`src/rtl/prog_mem_arbiter.sv`:
```
`default_nettype none
// ============================================================================
// Module   : prog_mem_arbiter
// Brief    : Round-robin arbiter sharing one program-memory read port among
//            per-core icache miss ports, with a contention-cycle counter.
// Revision : 1.0 - initial release
// ============================================================================
module prog_mem_arbiter #(
    parameter int PROGRAM_MEM_ADDR_BITS = 8,
    parameter int PROGRAM_MEM_DATA_BITS = 16,
    parameter int NUM_CONSUMERS         = 4
) (
    input  logic                                             clk,
    input  logic                                             reset,
    input  logic [NUM_CONSUMERS-1:0]                         consumer_read_valid,
    input  logic [NUM_CONSUMERS*PROGRAM_MEM_ADDR_BITS-1:0]   consumer_read_address,
    output logic [NUM_CONSUMERS-1:0]                         consumer_read_ready,
    output logic [NUM_CONSUMERS*PROGRAM_MEM_DATA_BITS-1:0]   consumer_read_data,
    output logic                                             mem_read_valid,
    output logic [PROGRAM_MEM_ADDR_BITS-1:0]                 mem_read_address,
    input  logic                                             mem_read_ready,
    input  logic [PROGRAM_MEM_DATA_BITS-1:0]                 mem_read_data,
    output logic                                             busy,
    output logic [31:0]                                      contention_cycles
);

    localparam int c_PTR_W = (NUM_CONSUMERS > 1) ? $clog2(NUM_CONSUMERS) : 1;

    typedef enum logic [1:0] {
        ST_IDLE     = 2'd0,
        ST_WAITING  = 2'd1,
        ST_RELAYING = 2'd2
    } state_t;

    state_t               r_state;
    logic [c_PTR_W-1:0]   r_rr_ptr;
    logic [c_PTR_W-1:0]   r_owner;

    logic                     w_found;
    logic [c_PTR_W-1:0]       w_pick;
    logic [c_PTR_W-1:0]       w_idx;
    logic [c_PTR_W-1:0]       w_next_ptr;
    logic [NUM_CONSUMERS-1:0] w_owner_mask;
    logic                     w_contend;

    // First requester at or after the round-robin pointer, wrapping.
    always_comb begin
        w_found = 1'b0;
        w_pick  = '0;
        w_idx   = '0;
        for (int k = 0; k < NUM_CONSUMERS; k++) begin
            w_idx = c_PTR_W'((int'(r_rr_ptr) + k) % NUM_CONSUMERS);
            if (!w_found && consumer_read_valid[w_idx]) begin
                w_found = 1'b1;
                w_pick  = w_idx;
            end
        end
    end

    assign w_next_ptr = (w_pick == c_PTR_W'(NUM_CONSUMERS - 1)) ? '0 : w_pick + 1'b1;

    // No owner exists in IDLE, so every pending request there counts as contention.
    always_comb begin
        w_owner_mask = '0;
        if (r_state != ST_IDLE) begin
            w_owner_mask[r_owner] = 1'b1;
        end
    end

    assign w_contend = |(consumer_read_valid & ~w_owner_mask);
    assign busy      = (r_state != ST_IDLE);

    always_ff @(posedge clk or posedge reset) begin
        if (reset) begin
            r_state             <= ST_IDLE;
            r_rr_ptr            <= '0;
            r_owner             <= '0;
            consumer_read_ready <= '0;
            consumer_read_data  <= '0;
            mem_read_valid      <= 1'b0;
            mem_read_address    <= '0;
            contention_cycles   <= '0;
        end else begin
            if (w_contend && (contention_cycles != 32'hFFFF_FFFF)) begin
                contention_cycles <= contention_cycles + 32'd1;
            end

            case (r_state)
                ST_IDLE: begin
                    if (w_found) begin
                        r_owner          <= w_pick;
                        r_rr_ptr         <= w_next_ptr;
                        mem_read_address <= consumer_read_address[int'(w_pick)*PROGRAM_MEM_ADDR_BITS +: PROGRAM_MEM_ADDR_BITS];
                        mem_read_valid   <= 1'b1;
                        r_state          <= ST_WAITING;
                    end
                end
                ST_WAITING: begin
                    // Completes even if the owner has withdrawn its request.
                    if (mem_read_ready) begin
                        mem_read_valid               <= 1'b0;
                        consumer_read_data[int'(r_owner)*PROGRAM_MEM_DATA_BITS +: PROGRAM_MEM_DATA_BITS] <= mem_read_data;
                        consumer_read_ready[r_owner] <= 1'b1;
                        r_state                      <= ST_RELAYING;
                    end
                end
                ST_RELAYING: begin
                    if (!consumer_read_valid[r_owner]) begin
                        consumer_read_ready <= '0;
                        r_state             <= ST_IDLE;
                    end
                end
                default: begin
                    r_state <= ST_IDLE;
                end
            endcase
        end
    end

endmodule
`default_nettype wire

```
`config.mk`:
```
export PLATFORM = sky130hd
export DESIGN_NAME = prog_mem_arbiter
export DESIGN_NICKNAME = d
export VERILOG_FILES = /design/src/rtl/prog_mem_arbiter.sv
export SDC_FILE = /design/constraint.sdc
export NUM_CORES = 1
export LEC_CHECK = 0
export ABC_AREA = 0
export BUFFER_PORTS_ARGS = -buffer_cell sky130_fd_sc_hd__buf_2
export CORE_UTILIZATION = 46
export CTS_CLUSTER_SIZE = 14
export DETAILED_ROUTE_END_ITERATION = 10
export PLACE_DENSITY = 0.76
export SLEW_MARGIN = 20
export SYNTH_ARGS = -nofsm -noshare
export SYNTH_HDL_FRONTEND = slang
export SYNTH_SLANG_ARGS = --single-unit
export TNS_END_PERCENT = 1
```
`constraint.sdc`:
```
create_clock -name clk -period 3.1 [get_ports clk]
set_input_delay 0.155 -clock clk [delete_from_list [all_inputs] [get_ports clk]]
set_output_delay 0.155 -clock clk [all_outputs]
set_load 0.01 [all_outputs]
```
==> impl_metrics.tcl, run 1 <==
set metrics [dict create \
    status "completed" \
    globalplace.congestion 0.821 \
    p_leak_uw 0.00346 \
    rsz0062_at_grt "no" \
    r2r_start "r_owner[0]" \
    rows 39 \
    fin_crit_sh 0.761 \
    ir_drop_uv 526 \
    avgSynthCellArea_um2 9.58 \
    ant_nets 0 \
    cts_root_buf "clkbuf_16" \
    worstSetupEndpointType "flop" \
    finClkSkew_ns 0.00784 \
    fmax_mhz 424 \
    syn_inst 559 \
    min_period_ns 2.36 \
    power_uw 6630 \
    layout_setup_ws_ns 0.740 \
    dr.pass1.iters 5 \
    power.density_nw_per_um2 955 \
    final_common_cell "buf_2" \
    syn-cell-area_um2 5360 \
    slew_viol_final 0 \
    min_path_type "in2reg" \
    post_cts.repair.setup_buffers 0 \
    die_area_um2 12100 \
    track_usage 0.237 \
    synth_nets 622 \
    grt_pass1_vias 4447 \
    critPathMaxFanout 11 \
    path_clk_slew_ns 0.05 \
    yosysSeqAreaShare 0.537 \
    post-place-ws_ns 0.753 \
    synth.distinct_cells 46 \
    fill_cells 951 \
    criticalPathCategory "reg2reg" \
    endpoint "contention_cycles[1]" \
    cp.required_ns 3.39 \
    placed_area_um2 6340 \
    layout-drive-gt1-share 0.291 \
    synth-seq-cells 115 \
    grt_pass1_wl_um 21500 \
    syn2layout_area_growth_pct 29.6 \
    cpPeakStageDelay_ns 0.52 \
    numCtsBuffers 17 \
    io_buffers 164 \
    reg2reg_slack_ns 0.74 \
    grt_start_max_net_pins 67 \
    num_vias 4766 \
    finalSetupTns_ns 0 \
    diodes 0 \
    r2r_end "contention_cycles[1]" \
    wire_per_inst_um 15.7 \
    tritoncts "yes" \
    cp_data_arrival_time_ns 2.65 \
    drv_cap 0 \
    core-area_um2 11400 \
    vias_per_cell 5.38 \
    yosys.area.top_type_share 0.537 \
    overflow 0 \
    max_slew_margin 0.449 \
    ys_warn_count 0 \
    hold_viol_final 0 \
    hpwlAfterDp_um 9860 \
    worst_setup_path_start_kind "flop" \
    clock_sinks 115 \
    worstSkewPairLatency_ns 0.41 \
    fin_nets 793 \
    pin_count 165 \
    cts-hold-fix-buffers 2 \
    ff2ff_path_depth 7 \
    cts-htree-levels 4 \
    cts_buffer_depth 2 \
    setup.worst_path.start "r_owner[0]" \
    worstMarginPinSlew_ns 0.827 \
    die_height_um 110 \
    start_util 0.471 \
    die_x_um 110 \
    drc 0 \
    post_cts_resized 0 \
    route.final.wire_length_um 13900 \
    synth_area_leaders "dfrtp_1 (54%), nand2_1 (11%), o21ai_0 (7.0%), xnor2_1 (4.7%), nand4_1 (2.5%)" \
    final_cell_mix "buf_2 (164), nand2_1 (153), dfrtp_1 (115), o21ai_0 (75), xnor2_1 (29)" \
    fin_area_um2 6940 \
    yosys.area.top_type "dfrtp_1" \
    setup_viol 0 \
    antenna_found_initial 0 \
    slowest_stage "dfrtp_1" \
    crit_chain "inv_1 > ha_1 > nand2b_1 > o221a_2 > nand2_1 > and2_4 > mux2_1" \
    drtIter0Drc 346 \
]
==> Yosys cell counts, drive strengths merged <==
cell type    n
nor4         1
nand4       22
a31oi        1
a21oi        7
mux2         1
a221o        1
nand3b       1
xnor2       29
a21o         2
a21boi      10
nor3         3
nand2      153
or3          1
nand4b       3
mux4         1
nand3       11
a31o         1
o21bai       1
a22oi        2
buf          6
o211ai       8
ha           8
o21ai       77
nor2        12
and2         6
inv          9
o22a         1
a211oi       2
xor2         2
nand2b       2
o221a        1
or4          1
and4         5
mux2i        9
nor3b        5
and3        17
nor2b        3
dfrtp      115
clkbuf      19
==> metal layers <==
layer  global-route usage  vias up  wire [µm]
met2                0.405      152       6950
met4                0.102        0        282
met5                    0        -          0
met1                0.279     2313       5950
met3               0.0658       20        757
li1                     -     2281          -
==> power breakdown <==
part | internal [µW] | total (µW) | switching (µW)
Combinational | 921 | 2310 | 1390
Clock | 1250 | 1880 | 632
Sequential | 2060 | 2440 | 380
==> cells by family (layout without fill, tap and decap cells) <==
group / after synthesis / after routing / synth area share
muxes: 11 / 11 / 0.0231
and+or+nand+nor: 246 / 246 / 0.220
buffers and inverters: 34 / 218 / 0.0257
xor gates and xnor gates: 31 / 31 / 0.0507
DFF: 115 / 115 / 0.537
adders and majority gates: 8 / 8 / 0.0187
AOI/OAI and AO/OA: 114 / 114 / 0.125
==> worst max-delay path, delay by kind of cell (launching register included) <==
| kind | cells | cell delay (ns) |
|---|---|---|
| flops | 1 | 0.52 |
| simple gates | 3 | 0.71 |
| mux | 1 | 0.32 |
| fa+ha+maj | 1 | 0.34 |
| compound gates | 1 | 0.16 |
| buf+inv | 1 | 0.20 |
==> per-stage QoR <==
| step | utilization | hold WS, ns | instances |
|---|---|---|---|
| after detailed placement | 0.558 | 0.369 | 852 |
| after global routing | 0.611 | 0.0232 | 886 |
| after floorplan | - | 0.250 | 559 |
| after global placement | 0.558 | 0.364 | 852 |
| final | 0.611 | 0.0357 | 886 |
| after CTS | 0.611 | 0.0141 | 886 |
==> flip-flops by register name, indices dropped and copies added (netlist names) <==
register / flops
r_owner: 2
r_rr_ptr: 2
contention_cycles: 32
mem_read_valid: 1
mem_read_address: 8
consumer_read_data: 64
consumer_read_ready: 4
r_state: 2
==> final cells by class <==
class                           count  area (µm²)  share of cell area
Clock buffer                       29         541              0.0779
Clock inverter                      3        40.0             0.00577
Inverter                            9        37.5             0.00541
Multi-Input combinational cell    410        2340               0.338
Sequential cell                   115        2880               0.414
Tap cell                          143         179              0.0258
Timing Repair Buffer              177         923               0.133
==> worst min-delay path by stage <==
stage	startpoint	endpoint	slack [ns]	depth (start not counted)
finish	mem_read_data[1]	consumer_read_data[33]	0.04	3
global route	mem_read_data[6]	consumer_read_data[54]	0.02	3
CTS	mem_read_data[8]	consumer_read_data[40]	0.01	3
detailed placement	mem_read_ready	r_state[0]	0.37	2
global placement	mem_read_ready	r_state[0]	0.36	2
floorplan	mem_read_ready	r_state[0]	0.25	1
Note: power is estimated with default switching activity, not from simulation.
==> inputs of run 2 (changes only) <==
- clock period: 3.1 -> 2.05 ns (I/O delays scaled with it)
==> impl_metrics.tcl, run 2 (same netlist as run 1, synthesis figures left out) <==
set metrics [dict create \
    diodes 0 \
    fin_crit_sh 0.945 \
    worstSkewPairLatency_ns 0.41 \
    power_uw 10500 \
    globalplace.congestion 0.869 \
    ir_drop_uv 859 \
    pwr-share-seq 0.351 \
    rsz0062_at_grt "yes" \
    antenna_found_initial 0 \
    route.final.wire_length_um 14100 \
    die_area_um2 12100 \
    worstMarginPinSlew_ns 0.598 \
    start_util 0.471 \
    final_cell_mix "buf_2 (164), nand2_1 (153), dfrtp_1 (115), o21ai_0 (75), xnor2_1 (29)" \
    drv_cap 0 \
    numPlacedInstances 860 \
    grt_start_max_net_pins 116 \
    switching_share 0.359 \
    rows 39 \
    layout_setup_ws_ns 0.113 \
    cts_buffer_depth 2 \
    drtIter0Drc 274 \
    cp.required_ns 2.34 \
    p_leak_uw 0.00359 \
    ant_nets 0 \
    num_vias 4777 \
    clock_sinks 115 \
    fmax_mhz 516 \
    setup_viol 0 \
    pwr-share-clk 0.299 \
    p_int_uw 6710 \
    cts_root_buf "clkbuf_16" \
    finClkSkew_ns 0.0125 \
    post_cts.repair.setup_buffers 0 \
    final_common_cell "buf_2" \
    pin_count 165 \
    critPathMaxFanout 6 \
    fin_nets 817 \
    min_period_ns 1.94 \
    power_frac_comb 0.350 \
    numCtsBuffers 17 \
    layout-drive-gt1-share 0.299 \
    syn2layout_area_growth_pct 35.0 \
    overflow 0 \
    min_path_type "in2reg" \
    finalSetupTns_ns 0 \
    layout.cells.non_filler 910 \
    cts-htree-levels 4 \
    status "completed" \
    worstSetupEndpointType "flop" \
    power.density_nw_per_um2 1450 \
    switching_power_uw 3750 \
    track_usage 0.245 \
    grt_pass1_wl_um 22100 \
    dr.pass1.iters 5 \
    vias_per_cell 5.25 \
    post-place-ws_ns 0.111 \
    max_slew_margin 0.601 \
    cp_data_arrival_time_ns 2.22 \
    worst_setup_path_start_kind "flop" \
    core-area_um2 11400 \
    largest_reg_flops 64 \
    tritoncts "yes" \
    slew_viol_final 0 \
    grt_pass1_vias 4549 \
    hpwlAfterDp_um 9940 \
    criticalPathCategory "reg2reg" \
    die_height_um 110 \
    path_clk_slew_ns 0.06 \
    wire_per_inst_um 15.5 \
    reg_top3 "consumer_read_data (64), contention_cycles (32), mem_read_address (8)" \
    drc 0 \
    max_flop_register "consumer_read_data" \
    io_buffers 164 \
    hold_viol_final 0 \
    die_x_um 110 \
]
==> run 2: worst paths after layout <==
path                                                start                     end  slack [ns]  cells after the start
min in group asynchronous                           reset     mem_read_address[2]        0.43                      4
max in group asynchronous                           reset  consumer_read_data[35]        1.18                      4
worst min register to register     consumer_read_data[35]  consumer_read_data[35]        0.47                      2
worst max-delay path                           r_owner[0]   contention_cycles[31]        0.11                      6
worst min-delay path            consumer_read_address[23]     mem_read_address[7]       0.006                      3
worst max register to register                 r_owner[0]   contention_cycles[31]        0.11                      6
==> run 2: per-stage QoR <==
step / hold WS (ns) / utilization / instance area, µm²
floorplan: 0.197 / - / 5360
detailed placement: 0.314 / 0.564 / 6410
CTS: 0.00723 / 0.636 / 7230
finish: 0.00587 / 0.636 / 7230
global placement: 0.318 / 0.564 / 6410
global route: 0.0278 / 0.636 / 7230
==> run 2: cell type report <==
| cell class | count | area [µm²] |
|---|---|---|
| Multi-Input combinational cell | 410 | 2340 |
| Clock buffer | 19 | 453 |
| Tap cell | 143 | 179 |
| Inverter | 9 | 37.5 |
| Fill cell | 961 | 4140 |
| Sequential cell | 115 | 2880 |
| Timing Repair Buffer | 201 | 1160 |
| Clock inverter | 13 | 180 |
==> run 2: power by group through the flow <==
stage | Clock [µW] | Sequential [µW] | Combinational [µW]
detailed placement | 0 | 3690 | 3650
finish | 3120 | 3670 | 3660
global route | 3290 | 3780 | 4120
CTS | 3160 | 3670 | 3690
floorplan | 0 | 4010 | 1730
global placement | 0 | 3660 | 3530
==> run 2: routing by layer <==
metal  GRT usage  vias up  share of wire
met5           0        -              0
met4      0.0733        0          0.012
met3      0.0658       13          0.056
met2       0.425      165           0.51
met1       0.295     2286           0.42
li1            -     2313              -
==> run 2: worst max-delay path: stages, from the launching register on <==
cell	delay, ns
dfrtp_1	0.43
inv_1	0.16
ha_1	0.25
o221a_2	0.32
a211oi_2	0.34
nand4_1	0.17
xnor2_1	0.16
==> run 2: timing repair <==
action / CTS / global route
hold buffers: 18 / 0
endpoints found under the hold margin: 161 / 0
resized for setup: 0 / 0
endpoints found under the setup margin: 0 / 6
==> inputs of run 3 (changes only) <==
- CORE_UTILIZATION: 46 -> 55
- PLACE_DENSITY: 0.76 -> 0.85
- clock period: 2.05 -> 2.27 ns (I/O delays scaled with it)
==> impl_metrics.tcl, run 3 (same netlist as run 1, synthesis figures left out) <==
set metrics [dict create \
    status "completed" \
    drtIter0Drc 195 \
    worstSkewPairLatency_ns 0.52 \
    worstMarginPinSlew_ns 0.600 \
    critPathMaxFanout 17 \
    post_cts_resized 0 \
    setup_viol 0 \
    fin_nets 831 \
    globalplace.congestion 0.843 \
    final_cell_mix "buf_2 (164), nand2_1 (153), dfrtp_1 (115), o21ai_0 (75), dlygate4sd3_1 (37)" \
    clock_sinks 115 \
    wire_per_inst_um 16.0 \
    pin_count 165 \
    hpwlAfterDp_um 9420 \
    reg2reg_slack_ns 0.26 \
    min_path_type "in2reg" \
    die_height_um 101 \
    diodes 0 \
    cts-hold-fix-buffers 37 \
    syn2layout_area_growth_pct 36.5 \
    num_vias 5013 \
    cp.required_ns 2.63 \
    power.density_nw_per_um2 1270 \
    min_period_ns 2.01 \
    drv_cap 0 \
    cts_root_buf "clkbuf_8" \
    rows 35 \
    slew_viol_final 0 \
    tritoncts "yes" \
    drc 0 \
    cts-htree-levels 4 \
    finClkSkew_ns 0.0111 \
    grt_pass1_wl_um 23000 \
    fin_crit_sh 0.887 \
    cpPeakStageDelay_ns 0.52 \
    grt_start_max_net_pins 116 \
    layout.cells.non_filler 908 \
    start_util 0.574 \
    numPlacedInstances 841 \
    overflow 0 \
    grt_pass1_vias 4884 \
    vias_per_cell 5.52 \
    fmax_mhz 497 \
    reg_top3 "consumer_read_data (64), contention_cycles (32), mem_read_address (8)" \
    track_usage 0.297 \
    crit_chain "nand2b_1 > a21o_1 > and2_1 > mux2i_1 > o211ai_1" \
    slowest_stage "and2_1" \
    core-area_um2 9330 \
    post_cts.repair.setup_buffers 0 \
    hold_viol_final 0 \
    cts_buffer_depth 2 \
    numCtsBuffers 17 \
    antenna_found_initial 0 \
    p_leak_uw 0.00362 \
    worstSetupEndpointType "flop" \
    ir_drop_uv 941 \
    criticalPathCategory "reg2reg" \
    die_area_um2 10100 \
    die_x_um 101 \
    worst_setup_path_start_kind "flop" \
    route.final.wire_length_um 14500 \
    max_slew_margin 0.598 \
    cp_data_arrival_time_ns 2.38 \
    io_buffers 164 \
    layout-drive-gt1-share 0.284 \
    dr.pass1.iters 4 \
    ant_nets 0 \
    finalSetupTns_ns 0 \
    final_common_cell "buf_2" \
    path_clk_slew_ns 0.06 \
    max_flop_register "consumer_read_data" \
    rsz0062_at_grt "no" \
    largest_reg_flops 64 \
]
[run 3: cell count changes in the layout (fill, tap and decap cells not counted)]
| cell | previous run | this run |
|---|---|---|
| clkbuf_1 | 0 | 1 |
| dlygate4sd3_1 | 18 | 37 |
| clkinvlp_4 | 4 | 3 |
| buf_4 | 18 | 13 |
| inv_6 | 1 | 0 |
| clkbuf_8 | 2 | 3 |
| clkbuf_16 | 17 | 16 |
| bufinv_16 | 4 | 3 |
[run 3: path summary, 6_finish.rpt]
kind,start,to,cells after the start
setup / recovery,r_rr_ptr[1],mem_read_address[6],5
setup reg to reg,r_rr_ptr[1],mem_read_address[6],5
hold / removal,consumer_read_address[10],mem_read_address[2],4
max in group asynchronous,reset,consumer_read_data[61],4
hold reg to reg,consumer_read_data[50],consumer_read_data[50],2
min in group asynchronous,reset,consumer_read_data[15],4
[run 3: through the flow]
| stage | worst slack (ns) | cell area, µm² | hold WS (ns) | utilization | total power [µW] |
|---|---|---|---|---|---|
| CTS | 0.281 | 7310 | 0.00273 | 0.784 | 9270 |
| finish | 0.257 | 7310 | 0.00683 | 0.784 | 9270 |
| global placement | 0.431 | 6360 | 0.325 | 0.682 | 6390 |
| floorplan | 0.232 | 5360 | 0.208 | - | 5190 |
| global route | 0.0948 | 7310 | 0.00494 | 0.784 | 9820 |
| detailed placement | 0.336 | 6360 | 0.330 | 0.682 | 6570 |
[run 3: routing by layer]
layer / vias to the layer above / GRT usage / share of wire
li1: 2349 / - / -
met1: 2414 / 0.350 / 0.39
met2: 217 / 0.518 / 0.51
met3: 33 / 0.0707 / 0.067
met4: 0 / 0.132 / 0.029
met5: - / 0 / 0
[run 3: power by group]
| group | switching, µW | leakage [µW] | internal, µW |
|---|---|---|---|
| Combinational | 1970 | 0.00179 | 1340 |
| Sequential | 542 | 0.00154 | 2810 |
| Clock | 905 | 0.000282 | 1710 |
| Total | 3410 | 0.00362 | 5860 |
[run 3: area by class of cell]
class,instances,area (µm²)
sequential,115,2880
clock inverter,10,134
clock buffer,20,445
multi-input combinational,410,2340
fill,625,2020
tap,129,161
inverter,9,37.5
timing repair buffer,215,1310
[run 3: critical path, delay by kind of cell (launching register included)]
kind / cells / cell delay, ns
compound gates: 2 / 0.49
flops: 1 / 0.42
mux: 1 / 0.28
simple gates: 2 / 0.67
